<file path="config.mk">
export PLATFORM = sky130hd
export DESIGN_NAME = cgra_apb_csr_mc
export DESIGN_NICKNAME = d
export VERILOG_FILES = /design/src/rtl/cgra_apb_csr_mc.sv
export SDC_FILE = /design/constraint.sdc
export NUM_CORES = 1
export LEC_CHECK = 0
export CAP_MARGIN = 10
export CORE_ASPECT_RATIO = 1.1
export CORE_MARGIN = 8
export CORE_UTILIZATION = 35
export CTS_CLUSTER_SIZE = 8
export DETAILED_ROUTE_END_ITERATION = 8
export GPL_ROUTABILITY_DRIVEN = 0
export PLACE_DENSITY = 0.66
export RECOVER_POWER = 100
export SLEW_MARGIN = 15
export SYNTH_ARGS = -nofsm -noshare
export SYNTH_HDL_FRONTEND = slang
export SYNTH_SLANG_ARGS = --single-unit
</file>
<file path="constraint.sdc">
create_clock -name clk -period 20.5 [get_ports clk]
set_input_delay 4.1 -clock clk [delete_from_list [all_inputs] [get_ports clk]]
set_output_delay 4.1 -clock clk [all_outputs]
set_load 0.1 [all_outputs]
</file>
<file path="src/rtl/cgra_apb_csr_mc.sv">
// APB CSR block for NUM_CH DMA channels plus the CGRA control unit.
// Optional per-channel busy-cycle counters under `CGRA_CSR_PERF_EN.
module cgra_apb_csr_mc #(
    parameter int NUM_CH     = 4,
    parameter int ADDR_WIDTH = 32,
    parameter int DATA_WIDTH = 32,
    parameter int CNT_WIDTH  = 16
) (
    input  logic                    clk,
    input  logic                    rst,
    input  logic                    psel,
    input  logic                    penable,
    input  logic                    pwrite,
    input  logic [ADDR_WIDTH-1:0]   paddr,
    input  logic [DATA_WIDTH-1:0]   pwdata,
    output logic [DATA_WIDTH-1:0]   prdata,
    output logic                    pready,
    output logic                    pslverr,
    output logic [NUM_CH*32-1:0]    dma_src,
    output logic [NUM_CH*32-1:0]    dma_dst,
    output logic [NUM_CH*32-1:0]    dma_size,
    output logic [NUM_CH-1:0]       dma_start_valid,
    input  logic [NUM_CH-1:0]       dma_start_ready,
    input  logic [NUM_CH-1:0]       dma_busy_i,
    input  logic [NUM_CH-1:0]       dma_done_i,
    output logic                    cu_start_valid,
    input  logic                    cu_start_ready,
    output logic                    cu_soft_reset,
    input  logic                    cu_busy_i,
    input  logic                    cu_done_i,
    input  logic [31:0]             cu_cycles_i,
    output logic                    irq
);

    localparam logic [31:0] ID_VAL = 32'h4347_0000 | 32'(NUM_CH);

    logic [31:0]          src_q  [NUM_CH];
    logic [31:0]          src_d  [NUM_CH];
    logic [31:0]          dst_q  [NUM_CH];
    logic [31:0]          dst_d  [NUM_CH];
    logic [31:0]          size_q [NUM_CH];
    logic [31:0]          size_d [NUM_CH];
    logic [CNT_WIDTH-1:0] cnt_q  [NUM_CH];
    logic [CNT_WIDTH-1:0] cnt_d  [NUM_CH];
    logic [NUM_CH-1:0]    pend_q, pend_d;
    logic [NUM_CH-1:0]    done_q, done_d;
    logic [NUM_CH-1:0]    err_q, err_d;
    logic [8:0]           ist_q, ist_d;
    logic [31:0]          mask_q, mask_d;
    logic                 cu_pend_q, cu_pend_d;
    logic                 cu_done_q, cu_done_d;
    logic                 cu_srst_q, cu_srst_d;
    logic                 irq_q;

    logic [8:0]        a;
    logic [2:0]        ch;
    logic [4:0]        off;
    logic              acc, wr, ch_ok, g_hit, wr_err;
    logic [31:0]       wd, rd;
    logic [NUM_CH-1:0] ch_sel, ch_acc;
    logic              cu_acc;
    logic              unused_addr;

    assign a     = paddr[8:0];
    assign ch    = a[7:5];
    assign off   = a[4:0];
    assign acc   = psel & penable;
    assign wr    = acc & pwrite;
    assign wd    = 32'(pwdata);
    assign unused_addr = ^paddr[ADDR_WIDTH-1:9];

    assign ch_ok = a[8] && (int'(ch) < NUM_CH) &&
                   (off inside {5'h00, 5'h04, 5'h08, 5'h0C,
                                5'h10, 5'h14, 5'h18});
    assign g_hit = !a[8] &&
                   (a inside {9'h000, 9'h004, 9'h008,
                              9'h010, 9'h014, 9'h018});

    assign ch_acc = pend_q & dma_start_ready;
    assign cu_acc = cu_pend_q & cu_start_ready;

    always_comb begin
        ch_sel = '0;
        for (int n = 0; n < NUM_CH; n++)
            ch_sel[n] = wr && ch_ok && (ch == 3'(n));
    end

    // Rejected writes flag wr_err; a done pulse always wins over a clear.
    always_comb begin
        src_d     = src_q;
        dst_d     = dst_q;
        size_d    = size_q;
        cnt_d     = cnt_q;
        pend_d    = pend_q & ~ch_acc;
        done_d    = done_q & ~ch_acc;
        err_d     = err_q;
        ist_d     = ist_q;
        mask_d    = mask_q;
        cu_pend_d = cu_pend_q & ~cu_acc;
        cu_done_d = cu_done_q & ~cu_acc;
        cu_srst_d = cu_srst_q;
        wr_err    = 1'b0;
        for (int n = 0; n < NUM_CH; n++) begin
            if (ch_sel[n]) begin
                case (off)
                    5'h00: if (wd[0]) begin
                        if (pend_q[n] || dma_busy_i[n] || size_q[n] == '0) begin
                            wr_err   = 1'b1;
                            err_d[n] = 1'b1;
                        end else begin
                            pend_d[n] = 1'b1;
                        end
                    end
                    5'h04: if (wd[3]) err_d[n] = 1'b0;
                    5'h08: if (pend_q[n]) wr_err = 1'b1; else src_d[n] = wd;
                    5'h0C: if (pend_q[n]) wr_err = 1'b1; else dst_d[n] = wd;
                    5'h10: if (pend_q[n]) wr_err = 1'b1; else size_d[n] = wd;
                    5'h14: cnt_d[n] = '0;
                    default: ;
                endcase
            end
            if (dma_done_i[n]) begin
                done_d[n] = 1'b1;
                if (cnt_d[n] != '1)
                    cnt_d[n] = cnt_d[n] + CNT_WIDTH'(1);
            end
        end
        if (wr && g_hit) begin
            case (a)
                9'h004: ist_d  = ist_q & ~wd[8:0];
                9'h008: mask_d = wd;
                9'h010: begin
                    if (wd[0] && (cu_pend_q || cu_busy_i)) begin
                        wr_err = 1'b1;
                    end else begin
                        cu_srst_d = wd[1];
                        if (wd[0]) cu_pend_d = 1'b1;
                    end
                end
                default: ;
            endcase
        end
        ist_d = ist_d | 9'(dma_done_i);
        if (cu_done_i) begin
            cu_done_d = 1'b1;
            ist_d[8]  = 1'b1;
        end
    end

`ifdef CGRA_CSR_PERF_EN
    logic [31:0] perf_q [NUM_CH];
    logic [31:0] perf_d [NUM_CH];

    always_comb begin
        perf_d = perf_q;
        for (int n = 0; n < NUM_CH; n++) begin
            if (ch_acc[n] || (ch_sel[n] && off == 5'h18))
                perf_d[n] = '0;
            else if (dma_busy_i[n])
                perf_d[n] = perf_q[n] + 32'd1;
        end
    end

    always_ff @(posedge clk or posedge rst) begin
        if (rst) begin
            for (int n = 0; n < NUM_CH; n++) perf_q[n] <= '0;
        end else begin
            perf_q <= perf_d;
        end
    end
`endif

    always_comb begin
        rd = 32'hDEAD_BEEF;
        if (g_hit) begin
            case (a)
                9'h000:  rd = ID_VAL;
                9'h004:  rd = 32'(ist_q);
                9'h008:  rd = mask_q;
                9'h010:  rd = {30'd0, cu_srst_q, 1'b0};
                9'h014:  rd = {29'd0, cu_pend_q, cu_done_q, cu_busy_i};
                9'h018:  rd = cu_cycles_i;
                default: rd = '0;
            endcase
        end else if (ch_ok) begin
            rd = '0;
            for (int n = 0; n < NUM_CH; n++) begin
                if (ch == 3'(n)) begin
                    case (off)
                        5'h04: rd = {28'd0, err_q[n], pend_q[n],
                                     done_q[n], dma_busy_i[n]};
                        5'h08: rd = src_q[n];
                        5'h0C: rd = dst_q[n];
                        5'h10: rd = size_q[n];
                        5'h14: rd = 32'(cnt_q[n]);
`ifdef CGRA_CSR_PERF_EN
                        5'h18: rd = perf_q[n];
`endif
                        default: rd = '0;
                    endcase
                end
            end
        end
    end

    assign prdata  = DATA_WIDTH'(rd);
    assign pready  = 1'b1;
    assign pslverr = acc & (!(g_hit || ch_ok) || wr_err);

    always_ff @(posedge clk or posedge rst) begin
        if (rst) begin
            for (int n = 0; n < NUM_CH; n++) begin
                src_q[n]  <= '0;
                dst_q[n]  <= '0;
                size_q[n] <= '0;
                cnt_q[n]  <= '0;
            end
            pend_q    <= '0;
            done_q    <= '0;
            err_q     <= '0;
            ist_q     <= '0;
            mask_q    <= '0;
            cu_pend_q <= 1'b0;
            cu_done_q <= 1'b0;
            cu_srst_q <= 1'b0;
            irq_q     <= 1'b0;
        end else begin
            src_q     <= src_d;
            dst_q     <= dst_d;
            size_q    <= size_d;
            cnt_q     <= cnt_d;
            pend_q    <= pend_d;
            done_q    <= done_d;
            err_q     <= err_d;
            ist_q     <= ist_d;
            mask_q    <= mask_d;
            cu_pend_q <= cu_pend_d;
            cu_done_q <= cu_done_d;
            cu_srst_q <= cu_srst_d;
            irq_q     <= |(ist_q & mask_q[8:0]);
        end
    end

    always_comb begin
        dma_src  = '0;
        dma_dst  = '0;
        dma_size = '0;
        for (int n = 0; n < NUM_CH; n++) begin
            dma_src[32*n +: 32]  = src_q[n];
            dma_dst[32*n +: 32]  = dst_q[n];
            dma_size[32*n +: 32] = size_q[n];
        end
    end

    assign dma_start_valid = pend_q;
    assign cu_start_valid  = cu_pend_q;
    assign cu_soft_reset   = cu_srst_q;
    assign irq             = irq_q;

endmodule
</file>
==> results.yml <==
detailed_routing:
  wl_met1_um: 42200
  firstDrtPassIters: 6
  wl_um: 113000
  route.detailed.drc: 0
  route.met2.wl_um: 53300
  routed_via_density: 6.03
  routed.top_layer: "met5"
  ant_nets: 0
  drtIter0Drc: 2120
  vias: 21400
  route.met3.wl_um: 10800
  routedWlPerCell_um: 31.9
job:
  cap_violations: 21
floorplanning:
  die_area_sq_um: 80200
  core_area_sq_um: 70600
  start_util: 0.354
  fp-row-count: 102
  die-height_um: 296
  die_w_um: 271
  io_pins: 541
synth:
  synth_compound_area_frac: 0.112
  syn_area_per_cell_sq_um: 11.6
  muxShareOfSynthArea: 0.240
  synth-xor-area-share: 0.0161
  yosysUniqueCellTypes: 71
  synthArstFlopShare: 1.00
  syn_inst: 2157
  synth_top_flop_cell: "dfrtp_1"
  synth-seq-cells: 505
  yosys.area_share.simple: 0.0918
  synth_nets: 2277
  synth_top_family_by_area: "multiplexers"
  synth_area_sq_um: 25000
  synthAdderAreaFrac: 0.00200
  ys_warn_count: 0
  synth-edff-count: 0
  synth_seq_area_share: 0.506
timing:
  rsz0062_at_grt: "no"
  slew_viol_final: 760
  setup_tns_ns: 0
  finalCritPeriodShare: 0.824
  hold_viol_final: 0
  clock.fmax_mhz: 59.2
  timing.slew.headroom: -2.72
  period_minus_slack_ns: 16.90
  final-setup-viol-count: 0
  skew_ns: 0.0283
  worst_pin_slew_ns: 5.55
worst_setup_path:
  r2r_end: "dma_src[14]$_DFFE_PP0P_"
  reg2reg_from: "dma_start_valid[0]$_DFF_PP0_"
  crit_end: "prdata[6]"
  cp.arrival_ns: 12.80
  max_stage_delay_ns: 1.81
  cp_num_buf_inv: 5
  cp.depth: 11
  critPathRequiredTime_ns: 16.40
  slowest_stage: "clkbuf_1"
  worstPathCellList: "dlygate4sd3_1 > clkbuf_1 > nor4b_1 > clkbuf_1 > and2_1 > clkbuf_1 > a21oi_1 > a21oi_1 > o311ai_0 > nand3_1 > dlygate4sd3_1"
  cp_common_cell: "clkbuf_1"
  critical-path-top-delay-family: "buffers and inverters"
  rrSetupSlack_ns: 16.42
  criticalPathCategory: "in2out"
  start_kind: "input port"
  crit_path_end_kind: "output port"
  crit_fanout: 38
  reg2regPathDepth: 5
  crit_start: "paddr[4]"
clocking:
  clk_pin_slew_ns: 0.05
  cts_tree: "done"
  htreeDepth: 3
  cts_resized: 0
  cts_made_buffers: 73
  clock_path_buffers: 3
  clk-insertion-delay-late_ns: 0.62
  clockRootBuffer: "clkbuf_16"
  cts_setup_buffers: 0
  clkSinkCount: 505
  ctsHoldBuffers: 0
global_route:
  grt_max_degree: 173
  grt_usage: 0.274
  grt_overflow: 0
  grt_pass1_vias: 22400
  antenna_found_initial: 7
  grt_pass1_wl_um: 163000
finish:
  fin_nets: 2731
  n_fill_cell: 6485
  area.growth.synth_to_final_pct: 31.2
  postLayoutCoreUtil: 0.464
  drive_above_1_share: 0.206
hold_path:
  hold_class: "reg2reg"
placed_design:
  place.port_buffers: 516
  hpwl_um: 82000
outcome:
  outcome: "finished, violations left"
  violations: "capacitance limit, slew limit"
power:
  ir_worst_vdd_mv: 0.0628
  p_leak_nw: 15.7
  p_per_area_nw_per_um2: 72.8
[where the power goes]
part,leakage [nW],internal [mW],total [mW],switching (mW)
clock,0.964,0.650,1.10,0.451
sequential,6.96,1.03,1.06,0.0342
combinational,7.80,0.0730,0.223,0.150
total,15.7,1.75,2.38,0.635
[per-layer routing]
| metal | vias to the layer above | GRT usage |
|---|---|---|
| met4 | 4 | 0.154 |
| met2 | 1268 | 0.451 |
| met1 | 11000 | 0.319 |
| li1 | 8912 | - |
| met5 | - | 0 |
| met3 | 300 | 0.0828 |
[Yosys cell counts (7+ instances only)]
library cell | instances | share of area
a21o_1 | 13 | 0.0039
nor2_1 | 128 | 0.019
a31oi_1 | 9 | 0.0023
buf_2 | 38 | 0.0076
a22o_1 | 14 | 0.0049
clkbuf_1 | 105 | 0.016
a221oi_1 | 42 | 0.015
o31ai_1 | 8 | 0.0024
nand4_1 | 27 | 0.0068
mux2i_1 | 105 | 0.042
mux2_1 | 25 | 0.011
o211ai_1 | 17 | 0.0051
o21ai_0 | 68 | 0.014
dfrtp_1 | 505 | 0.51
nor3_1 | 16 | 0.0032
o311ai_0 | 8 | 0.0028
a21oi_1 | 108 | 0.022
o22ai_1 | 26 | 0.0065
and2_1 | 14 | 0.0035
mux2_2 | 414 | 0.19
a22oi_1 | 35 | 0.011
xor2_1 | 34 | 0.012
nand3_1 | 53 | 0.011
xnor2_1 | 12 | 0.0042
a211oi_1 | 17 | 0.0051
buf_1 | 21 | 0.0032
a32o_1 | 7 | 0.0028
buf_4 | 10 | 0.0030
a222oi_1 | 9 | 0.0036
nand2_1 | 105 | 0.016
and3_1 | 25 | 0.0063
nor4_1 | 38 | 0.0095
inv_1 | 16 | 0.0024
[cells in the final DEF (no fill, tap or decap), drive strengths merged, types with 16 or more instances in the layout]
| cell type | instances |
|---|---|
| dfrtp | 505 |
| mux2 | 439 |
| dlygate4sd3 | 434 |
| nor2 | 128 |
| a21oi | 108 |
| nand2 | 105 |
| mux2i | 105 |
| clkbuf | 93 |
| clkdlybuf4s50 | 79 |
| o21ai | 68 |
| nand3 | 53 |
| a221oi | 42 |
| nor4 | 40 |
| a22oi | 35 |
| xor2 | 34 |
| nand4 | 27 |
| o22ai | 26 |
| and3 | 25 |
| buf | 21 |
| nor3 | 19 |
| a211oi | 18 |
| o211ai | 18 |
| inv | 18 |
| and2 | 16 |
[registers in the layout, indices dropped and copies added (netlist names)]
name and flops:
ist_q 9, done_q 4, cnt_q 64, cu_soft_reset 1, cu_done_q 1, cu_start_valid 1
dma_start_valid 4, dma_size 128, dma_src 128, dma_dst 128, irq 1, mask_q 32
err_q 4
[kinds of logic (layout without fill, tap and decap cells)]
kind of cell | count (synthesis) | after routing
XOR/XNOR | 46 | 46
multiplexers | 544 | 544
flip-flops | 505 | 505
other | 1 | 4
AO/OA/AOI/OAI | 413 | 413
adder cells (fa/ha/maj) | 4 | 4
buffers and inverters | 190 | 651
AND/OR/NAND/NOR | 454 | 454
[per-stage QoR]
step,total power [mW],std cells,hold slack (ns),setup slack (ns),area (sq um)
4_1_cts,2.40,3554,0.477,7.08,32900
6_report,2.38,3557,0.476,3.60,32800
3_5_place_dp,1.30,3472,0.466,7.10,31000
3_3_place_gp,1.29,3472,0.460,7.12,31000
2_1_floorplan,1.20,2157,0.448,2.30,25000
5_1_grt,2.46,3555,0.488,3.57,32800
[worst min-delay path by stage]
| stage | startpoint | end | slack, ns | depth (start not counted) |
|---|---|---|---|---|
| 6_report | done_q[1]$_DFF_PP0_ | done_q[1]$_DFF_PP0_ | 0.48 | 1 |
| 5_1_grt | done_q[1]$_DFF_PP0_ | done_q[1]$_DFF_PP0_ | 0.49 | 1 |
| 4_1_cts | done_q[1]$_DFF_PP0_ | done_q[1]$_DFF_PP0_ | 0.48 | 1 |
| 3_5_place_dp | done_q[1]$_DFF_PP0_ | done_q[1]$_DFF_PP0_ | 0.47 | 1 |
| 3_3_place_gp | done_q[1]$_DFF_PP0_ | done_q[1]$_DFF_PP0_ | 0.46 | 1 |
| 2_1_floorplan | done_q[1]$_DFF_PP0_ | done_q[1]$_DFF_PP0_ | 0.45 | 1 |
[area by class of cell]
class	count	area (sq um)	share of cell area
flip-flops and latches	505	12600	0.386
clock buffers	74	1850	0.0565
multi-input cells	1462	11500	0.352
repair buffers	553	5390	0.164
diodes	3	7.51	0.000229
inverters	16	61.3	0.00187
well taps	936	1170	0.0357
clock inverters	8	110	0.00336
Power figures use the tool's default switching activity.
